`src/rtl/fetch_queue_pkg.sv`:
```
// Shared types and constants for the PPU instruction-fetch queue.
// Optional same-cycle bypass of an empty queue is enabled by defining FETCH_QUEUE_BYPASS_EN.
package fetch_queue_pkg;

  localparam int INSTR_W = 32;
  localparam int PC_W    = 32;

  // Canonical no-op encoding used by the pipeline when it needs to inject a bubble.
  localparam logic [INSTR_W-1:0] FQ_NOP = 32'h0100_0000;

  typedef struct packed {
    logic [INSTR_W-1:0] instr;
    logic [PC_W-1:0]    pc;
  } fq_entry_t;

  // Sequential successor; wraps modulo 2^32.
  function automatic logic [PC_W-1:0] next_pc(input logic [PC_W-1:0] pc);
    return pc + 32'd4;
  endfunction

endpackage

```
`src/rtl/fetch_queue_if.sv`:
```
// Fetch-queue signal bundle: redirect, instruction-memory handshake and decode-side handshake.
// master = the fetch queue itself, slave = the surrounding memory/decode environment.
interface fetch_queue_if;
  import fetch_queue_pkg::*;

  logic               redirect;
  logic [PC_W-1:0]    redirect_pc;

  logic               imem_req;
  logic [PC_W-1:0]    imem_addr;
  logic               imem_gnt;
  logic               imem_rvalid;
  logic [INSTR_W-1:0] imem_rdata;

  logic               out_valid;
  logic [INSTR_W-1:0] out_instr;
  logic [PC_W-1:0]    out_pc;
  logic [PC_W-1:0]    out_npc;
  logic               out_ready;

  modport master (
    input  redirect, redirect_pc,
    input  imem_gnt, imem_rvalid, imem_rdata,
    input  out_ready,
    output imem_req, imem_addr,
    output out_valid, out_instr, out_pc, out_npc
  );

  modport slave (
    output redirect, redirect_pc,
    output imem_gnt, imem_rvalid, imem_rdata,
    output out_ready,
    input  imem_req, imem_addr,
    input  out_valid, out_instr, out_pc, out_npc
  );

endinterface

```
`src/rtl/fetch_queue_fifo.sv`:
```
// Power-of-two circular FIFO with occupancy count and synchronous clear.
// Used both for buffered {instr, pc} entries and for the in-flight PC tags.
module fetch_queue_fifo #(
  parameter  int DEPTH = 4,
  parameter  int W     = 64,
  localparam int AW    = $clog2(DEPTH),
  localparam int CW    = AW + 1
) (
  input  logic          clk,
  input  logic          reset,
  input  logic          clr,
  input  logic          push,
  input  logic [W-1:0]  wdata,
  input  logic          pop,
  output logic [W-1:0]  rdata,
  output logic [CW-1:0] count
);

  logic [W-1:0]  mem [DEPTH];
  logic [AW-1:0] wr_ptr;
  logic [AW-1:0] rd_ptr;

  // NOTE: storage is deliberately left out of reset; count qualifies every read,
  // so clearing the array would only cost reset fan-out.
  always_ff @(posedge clk) begin
    if (push) mem[wr_ptr] <= wdata;
  end

  // NOTE: sequential state uses non-blocking assignments so every register
  // samples the pre-edge values regardless of statement order.
  always_ff @(posedge clk or posedge reset) begin
    if (reset) begin
      wr_ptr <= '0;
      rd_ptr <= '0;
      count  <= '0;
    end else if (clr) begin
      wr_ptr <= '0;
      rd_ptr <= '0;
      count  <= '0;
    end else begin
      if (push) wr_ptr <= wr_ptr + 1'b1;
      if (pop)  rd_ptr <= rd_ptr + 1'b1;
      case ({push, pop})
        2'b10:   count <= count + 1'b1;
        2'b01:   count <= count - 1'b1;
        default: ;
      endcase
    end
  end

  assign rdata = mem[rd_ptr];

endmodule

```
`src/rtl/fetch_queue.sv`:
```
// Instruction-fetch front end: sequential address generation, credit-limited issue,
// in-order response buffering and redirect flush. FETCH_QUEUE_BYPASS_EN adds empty-queue bypass.
module fetch_queue
  import fetch_queue_pkg::*;
#(
  parameter int              DEPTH    = 4,
  parameter logic [PC_W-1:0] RESET_PC = '0
) (
  input logic           clk,
  input logic           reset,
  fetch_queue_if.master fq
);

  localparam int          CW      = $clog2(DEPTH) + 1;
  localparam logic [CW:0] DEPTH_C = (CW+1)'(DEPTH);

  logic [PC_W-1:0] fetch_pc;
  logic [PC_W-1:0] tag_head;
  logic [CW-1:0]   count;
  logic [CW-1:0]   outstanding;
  logic [CW-1:0]   discard;
  logic            issue;
  logic            resp;
  logic            drop;
  logic            accept;
  logic            push;
  logic            pop;
  fq_entry_t       head;
  fq_entry_t       wentry;

  // Buffered plus in-flight fetches never exceed DEPTH, so a response always has a slot.
  assign fq.imem_req  = !reset && !fq.redirect &&
                        (({1'b0, count} + {1'b0, outstanding}) < DEPTH_C);
  assign fq.imem_addr = fetch_pc;
  assign issue        = fq.imem_req && fq.imem_gnt;

  // A response with nothing in flight is stale (e.g. crossed a reset) and is ignored.
  assign resp   = fq.imem_rvalid && (outstanding != '0);
  assign drop   = resp && (discard != '0);
  assign accept = resp && !drop && !fq.redirect;
  assign pop    = (count != '0) && fq.out_ready && !fq.redirect;
  assign wentry = '{instr: fq.imem_rdata, pc: tag_head};

`ifdef FETCH_QUEUE_BYPASS_EN
  logic bypass;
  assign bypass = resp && !drop && (count == '0);
  // A bypassed word taken by decode the same cycle never occupies a slot.
  assign push   = accept && !(bypass && fq.out_ready);
`else
  assign push   = accept;
`endif

  always_ff @(posedge clk or posedge reset) begin
    if (reset) begin
      fetch_pc <= RESET_PC;
    end else if (fq.redirect) begin
      fetch_pc <= fq.redirect_pc;
    end else if (issue) begin
      fetch_pc <= next_pc(fetch_pc);
    end
  end

  // Everything still in flight after a redirect belongs to the old path; issue is gated
  // during redirect, so only this cycle's response reduces the count.
  always_ff @(posedge clk or posedge reset) begin
    if (reset) begin
      discard <= '0;
    end else if (fq.redirect) begin
      discard <= outstanding - CW'(resp);
    end else if (drop) begin
      discard <= discard - 1'b1;
    end
  end

  // PC tags of issued requests; responses return in order, so the head tags the next word.
  fetch_queue_fifo #(
    .DEPTH (DEPTH),
    .W     (PC_W)
  ) u_tag_fifo (
    .clk   (clk),
    .reset (reset),
    .clr   (1'b0),
    .push  (issue),
    .wdata (fetch_pc),
    .pop   (resp),
    .rdata (tag_head),
    .count (outstanding)
  );

  fetch_queue_fifo #(
    .DEPTH (DEPTH),
    .W     ($bits(fq_entry_t))
  ) u_data_fifo (
    .clk   (clk),
    .reset (reset),
    .clr   (fq.redirect),
    .push  (push),
    .wdata (wentry),
    .pop   (pop),
    .rdata (head),
    .count (count)
  );

  // NOTE: every output of this block gets a default first, so no path leaves one
  // unassigned and no latch is inferred.
  always_comb begin
    fq.out_valid = 1'b0;
    fq.out_instr = '0;
    fq.out_pc    = '0;
    if (count != '0) begin
      fq.out_valid = 1'b1;
      fq.out_instr = head.instr;
      fq.out_pc    = head.pc;
    end
`ifdef FETCH_QUEUE_BYPASS_EN
    else if (bypass) begin
      fq.out_valid = 1'b1;
      fq.out_instr = fq.imem_rdata;
      fq.out_pc    = tag_head;
    end
`endif
  end

  assign fq.out_npc = next_pc(fq.out_pc);

endmodule

```
`src/flat_wrapper.sv`:
```
// flat-port wrapper written by rule: the top's interface ports become plain ports
module fetch_queue_flat import fetch_queue_pkg::*;
#(
  parameter int              DEPTH    = 4,
  parameter logic [PC_W-1:0] RESET_PC = '0
)
  (clk, reset, fq_redirect, fq_redirect_pc, fq_imem_gnt, fq_imem_rvalid, fq_imem_rdata, fq_out_ready, fq_imem_req, fq_imem_addr, fq_out_valid, fq_out_instr, fq_out_pc, fq_out_npc);
  fetch_queue_if fq_i ();
  input logic clk;
  input logic reset;
  input wire logic [$bits(fq_i.redirect)-1:0] fq_redirect;
  input wire logic [$bits(fq_i.redirect_pc)-1:0] fq_redirect_pc;
  input wire logic [$bits(fq_i.imem_gnt)-1:0] fq_imem_gnt;
  input wire logic [$bits(fq_i.imem_rvalid)-1:0] fq_imem_rvalid;
  input wire logic [$bits(fq_i.imem_rdata)-1:0] fq_imem_rdata;
  input wire logic [$bits(fq_i.out_ready)-1:0] fq_out_ready;
  output wire logic [$bits(fq_i.imem_req)-1:0] fq_imem_req;
  output wire logic [$bits(fq_i.imem_addr)-1:0] fq_imem_addr;
  output wire logic [$bits(fq_i.out_valid)-1:0] fq_out_valid;
  output wire logic [$bits(fq_i.out_instr)-1:0] fq_out_instr;
  output wire logic [$bits(fq_i.out_pc)-1:0] fq_out_pc;
  output wire logic [$bits(fq_i.out_npc)-1:0] fq_out_npc;
  assign fq_i.redirect = fq_redirect;
  assign fq_i.redirect_pc = fq_redirect_pc;
  assign fq_i.imem_gnt = fq_imem_gnt;
  assign fq_i.imem_rvalid = fq_imem_rvalid;
  assign fq_i.imem_rdata = fq_imem_rdata;
  assign fq_i.out_ready = fq_out_ready;
  assign fq_imem_req = fq_i.imem_req;
  assign fq_imem_addr = fq_i.imem_addr;
  assign fq_out_valid = fq_i.out_valid;
  assign fq_out_instr = fq_i.out_instr;
  assign fq_out_pc = fq_i.out_pc;
  assign fq_out_npc = fq_i.out_npc;
  fetch_queue #(.DEPTH(DEPTH), .RESET_PC(RESET_PC)) u_core (.clk(clk), .reset(reset), .fq(fq_i));
endmodule
```
`config.mk`:
```
export PLATFORM = sky130hd
export DESIGN_NAME = fetch_queue_flat
export DESIGN_NICKNAME = d
export VERILOG_FILES = /design/src/rtl/fetch_queue_pkg.sv /design/src/rtl/fetch_queue_if.sv /design/src/rtl/fetch_queue_fifo.sv /design/src/rtl/fetch_queue.sv /design/src/flat_wrapper.sv
export SDC_FILE = /design/constraint.sdc
export NUM_CORES = 1
export LEC_CHECK = 0
export ABC_AREA = 1
export CAP_MARGIN = 20
export CORE_UTILIZATION = 60
export CTS_BUF_LIST = sky130_fd_sc_hd__clkbuf_4 sky130_fd_sc_hd__clkbuf_8 sky130_fd_sc_hd__clkbuf_16
export DETAILED_ROUTE_END_ITERATION = 10
export GPL_TIMING_DRIVEN = 0
export PLACE_DENSITY = 0.84
export REMOVE_ABC_BUFFERS = 1
export SETUP_SLACK_MARGIN = 0.3
export SYNTH_ARGS = -nofsm -noshare
export SYNTH_HDL_FRONTEND = slang
export SYNTH_HIERARCHICAL = 1
export SYNTH_SLANG_ARGS = --single-unit
```
`constraint.sdc`:
```
create_clock -name clk -period 4.7 [get_ports clk]
set_clock_uncertainty 0.2 [all_clocks]
set_input_delay 0.705 -clock clk [delete_from_list [all_inputs] [get_ports clk]]
set_output_delay 0.705 -clock clk [all_outputs]
set_load 0.005 [all_outputs]
```
# ---- Word-level counts from Yosys, hierarchy flattened
# Memory sizes are Yosys's and may differ from the RTL's.
# Cells that the tools add are included.
dict set report op_classes {
  n_reduce_logical 21
  shifts 0
  addsub 13
  n_mul 0
  n_lt_le_gt_ge 1
  div 0
  n_bitwise 0
  n_mux 18
  eq_ne 4
}
# op n
set op_table {}
lappend op_table {{2-to-1 mux 32 bit} 4}
lappend op_table {{adder 32 x 3 -> 32 bit (second input constant)} 2}
lappend op_table {{one-hot mux 3 bit (2 select lines)} 2}
lappend op_table {{nonzero test 3 bit} 4}
lappend op_table {{nonzero test 2 bit} 5}
lappend op_table {{logical AND 1 bit} 9}
lappend op_table {{2-to-1 mux 3 bit} 3}
lappend op_table {{subtractor 3 x 1 -> 3 bit (second input constant)} 3}
lappend op_table {{adder 2 x 1 -> 2 bit (second input constant)} 4}
lappend op_table {{2-to-1 mux 2 bit} 4}
lappend op_table {{adder 3 x 1 -> 3 bit (second input constant)} 2}
lappend op_table {{2-to-1 mux 1 bit} 5}
lappend op_table {{adder 3 x 3 -> 4 bit} 1}
lappend op_table {{equality test 2 x 1 -> 1 bit (second input constant)} 2}
lappend op_table {{equality test 2 bit (second input constant)} 2}
lappend op_table {{< comparator 4 x 3 -> 1 bit (second input constant)} 1}
lappend op_table {{logical NOT 1 bit} 3}
lappend op_table {{subtractor 3 x 1 -> 3 bit} 1}
dict set report word_totals {
  output_inout_bits 130
  input_bits 70
  reg_bits 49
  wordCells 67
  latch_bits 0
  memories 2
  ram_bits 384
  rom_bits 0
}
# memory depth word_bits read_ports rd_clocked_by_memory_dff wr line_no
set mem_list {}
lappend mem_list {u_core.u_data_fifo.mem 4 64 1 0 1 fetch_queue_fifo.sv:19} ;# logic [W-1:0] mem [DEPTH];
lappend mem_list {u_core.u_tag_fifo.mem 4 32 1 0 1 fetch_queue_fifo.sv:19}

# ---- Longest topological paths before layout
dict set report depth {
  word_depth 9
  depth_mapped 19
  mapped_depth_nobuf 17
}

# ---- Modules after synthesis
# Netlist, hierarchy kept.
# mod seq_area_each_um2 cells_per_inst instances area_each_um2
set by_module_without_submodules {}
lappend by_module_without_submodules {{fetch_queue_fifo at u_core.u_data_fifo} 7862.5 680 1 9920.8}
lappend by_module_without_submodules {{fetch_queue_fifo at u_core.u_tag_fifo} 4018.9 370 1 5180.0}
lappend by_module_without_submodules {fetch_queue 875.8 732 1 4194.0}

# ---- Worst setup path before layout
# Ideal clock, no wire load.
dict set report synth_timing {
  path_type {input port to flip-flop}
  start {input port reset}
  end {memory u_core/u_tag_fifo/mem[0][0] in the netlist's numbering (enable)}
  path_buffers 2
  t_required_ps 4113
  path_stages 9
  setup_ps 387
  path_slack_ps 1045
  arrival_ps 3068
  path_cell_list {inv_1 > nand2_1 > nor2_2 > nand2_2 > clkinv_1 > buf_2 > buf_2 > nand2_1 > inv_1}
}
dict set report synth_via {
  elab_chain_cells 6
}
# item line_no
set synth_rtl {}
lappend synth_rtl {{start, declared} flat_wrapper.sv:10} ;# input logic reset;
lappend synth_rtl {{logical NOT 1 bit (no source line)} n/a}
lappend synth_rtl {{logical AND 1 bit (2 in series)} fetch_queue.sv:32} ;# assign fq.imem_req = !reset && !fq.redirect &&
lappend synth_rtl {{named net fq_imem_req} flat_wrapper.sv:17} ;# output wire logic [$bits(fq_i.imem_req)-1:0] fq_imem_req;
lappend synth_rtl {{logical AND 1 bit} fetch_queue.sv:35} ;# assign issue = fq.imem_req && fq.imem_gnt;
lappend synth_rtl {{named net u_core.issue} fetch_queue.sv:22} ;# logic issue;
lappend synth_rtl {{2-to-1 mux 1 bit} fetch_queue_fifo.sv:26} ;# if (push) mem[wr_ptr] <= wdata;
lappend synth_rtl {{2-to-1 mux 1 bit (implied by the code)} fetch_queue_fifo.sv:26}
lappend synth_rtl {{end, declared} fetch_queue_fifo.sv:19}
# The timed path passes the listed nets, and every way through them passes these cells.

==> run metrics <==
Die Ht 181 um; final setup violation count 0; Syn Inst Count 1782; global-route usage over all layers 29.2%; DRC violations left 0; ant diodes 0; vias in the first global route 13700; Crit path required time 3800 ps; cts bufs inserted 42; Routed WL per cell 20.8 um; leak pwr 0.00892 uW; sw frac 23.3%; VDD IR-drop max 0.227 mV; Cells after DPL 2314; drt total wl 50300 um; Hold-fix buffers, CTS 0; CTS tree done; Syn Std Cell Area 19300 sq um; Util after Layout 74.5%; Place WS 63.5 ps; CP max FO 10; I/O Pins 200; xor/xnor share of the synthesized area 1.27%; Fin Setup TNS 0 ps; Pwr Density 366 nW/um^2; Avg Inst Size Synth 10.8 sq um; achievable frequency 0.226 GHz; DR vias 14500; sequential element share of the synthesized area 66.1%; share of cells above drive strength 1 10.0%; Post-synth EDFFs 384; die span in x 181 um; Clock Power Share 38.0%; register share of total power 51.9%; outcome completed; final hold slack 293 ps; slew margin rel. 25.5%; drt pass-1 iters 8; synth warn 6; Max Cap Viol 0; CP arrival 3520 ps; Hold WC Path Type primary input to asynchronous set/reset pin; ys flop type edfxtp_1; Die ar. 32900 sq um; RSZ-0062 raised after global routing true; mux share of post-synthesis cell area 0%; DP HPWL 28500 um; post-route setup slack 278 ps; largest cells by area after synthesis edfxtp_1 60%, dfrtp_1 6.4%, nor2_1 6.2%, nand2_1 5.9%, o21ai_0 3.8%; period utilization 94.1%; count of cell types in the netlist 40; DR iter-0 viols 1827; Psw 2010 uW; Slew Limit Fails 0; first-pass GRT wire length 73900 um; gr ovfl total 0; largest family of logic cells by synthesized area simple AND/OR/NAND/NOR gates; pin count of the biggest net entering global routing 87; Crit Reg-Reg Startpoint u_core/u_tag_fifo/count[0]; Simple-Gate Fraction of Synth Area 16.0%; Worst-path clk slew 60 ps; clk sinks 433; clk root buf clkbuf_16; asr flop ratio synth 11.3%; Critical Path Start Type flip-flop; Worst setup EP type primary output; GPL Wtd Cong 0.905; nets 2078; final std cells w/o fill 2421; adder-cell share of the synthesized area 1.25%; P&R area growth vs syn 22.2%; clk buf depth 3; register area 12800 sq um; clk_lat worst skew 540 ps; Synth top area share 59.8%; Worst-Margin Slew 1120 ps; Comb pwr share 10.1%; CP startpoint u_core/u_data_fifo/rd_ptr[0]; Initial Utilization 61.0%; input/output buffers 199; filler cell count 1929; #FFs+latches synth 433; Rows 65; Synth Area in Compound Gates 9.46%; Critical Setup Path Class flip-flop to primary output; min Tclk post-route 4420 ps; antenna-violating nets left 0; internal power 6610 uW; CTS H-tree lvls 2; cell taking the most area after synthesis edfxtp_1; Core Area 31600 sq um; initial antenna violation count 0; drt via density 6.01; final hold vios 0; multi-input combinational cell area 5630 sq um
==> path summary, 6_finish.rpt <==
kind | end | slack [ps] | cells after the start
setup / recovery | fq_out_npc[31] | 280 | 13
hold / removal | u_core/u_tag_fifo/rd_ptr[1] | 290 | 2
setup reg to reg | u_core/u_data_fifo/mem[0][7] | 1140 | 6
hold reg to reg | u_core/u_tag_fifo/mem[3][0] | 350 | 0
max in group asynchronous | u_core/fq.imem_addr[0] | 3190 | 2
min in group clk | u_core/u_tag_fifo/mem[3][0] | 350 | 0
==> power groups by stage <==
stage	Clock, uW	Sequential (uW)	Combinational [uW]
floorplan	0	4530	410
global placement	0	4570	745
detailed placement	0	4560	811
CTS	3300	4480	838
global route	3450	4490	949
finish	3280	4480	873
==> cell families after synthesis <==
kind of cell,Yosys count
other cells,1
fa+ha+maj,18
flops,433
buf+inv,237
xor+xnor,28
simple gates,732
compound gates,333
==> what timing repair did <==
action	CTS	global route
resized for setup	19	36
hold endpoints to repair	0	0
cloned	4	5
buffers inserted	12	13
setup endpoints to repair	30	21
pin swaps	3	8
==> synth_stat cells (8+ instances only) <==
library cell,count
o21ai_1,71
buf_2,22
nand2_1,301
xor2_1,21
edfxtp_1,384
buf_4,15
o21ai_0,146
clkbuf_1,27
nor2_1,318
nand3_1,64
nor2_2,10
dfrtp_1,49
ha_1,16
inv_2,8
inv_1,143
o211ai_1,10
buf_6,18
o22ai_1,96
==> state kept, by name (all words and copies together), names as in the netlist <==
register	cells
u_core/u_tag_fifo/mem	128
u_core/discard	3
u_core/u_data_fifo/count	3
u_core/u_tag_fifo/count	3
u_core/u_data_fifo/rd_ptr	2
u_core/u_data_fifo/mem	256
u_core/u_tag_fifo/wr_ptr	2
u_core/u_data_fifo/wr_ptr	2
u_core/u_tag_fifo/rd_ptr	2
u_core/fq.imem_addr	32
==> layout make-up <==
| class | count | area share [%] |
|---|---|---|
| Clock buffer | 55 | 5.09 |
| Clock inverter | 18 | 0.594 |
| Inverter | 154 | 2.65 |
| Multi-Input combinational cell | 1115 | 23.9 |
| Sequential cell | 433 | 54.1 |
| Tap cell | 402 | 2.13 |
| Timing Repair Buffer | 242 | 11.4 |
| Timing Repair inverter | 2 | 0.0743 |
==> stage by stage <==
stage	area, sq um	power [uW]
3_3_place_gp	21200	5320
5_1_grt	23600	8890
4_1_cts	23200	8610
3_5_place_dp	21600	5370
2_1_floorplan	18800	4940
6_report	23600	8630
==> placed cells by master, fill, tap and decap left out, types with 7 or more instances in the layout <==
cell type	n
clkdlybuf4s50_1	194
dfrtp_1	46
nor2_2	12
nand3_1	63
edfxtp_1	384
o22ai_2	22
buf_4	20
clkinv_1	9
nor2_4	10
buf_16	10
clkbuf_16	47
o21ai_1	72
inv_2	8
inv_1	136
ha_1	15
o211ai_1	10
o21ai_0	145
nand3_2	8
o22ai_1	74
xnor2_1	7
nand2_1	300
clkbuf_4	11
xor2_1	21
nor2_1	313
==> critical path: stages (launching register included) <==
cell	delay, ps
dfrtp_4	490
buf_4	140
buf_4	120
clkbuf_16	150
nor2_1	60
o22ai_2	300
nand2_1	150
nand3b_1	350
nor2_8	230
inv_1	80
nor2_2	180
nand3_1	110
nand2_1	80
clkdlybuf4s50_1	540
==> routing by layer <==
layer,vias to the layer above,track usage (%),part of all wire (%)
li1,6531,-,-
met1,6977,38.4,38
met2,918,49.4,49
met3,115,4.56,9.6
met4,0,11.1,3.4
met5,-,0,0
(Power assumes the default switching activity.)
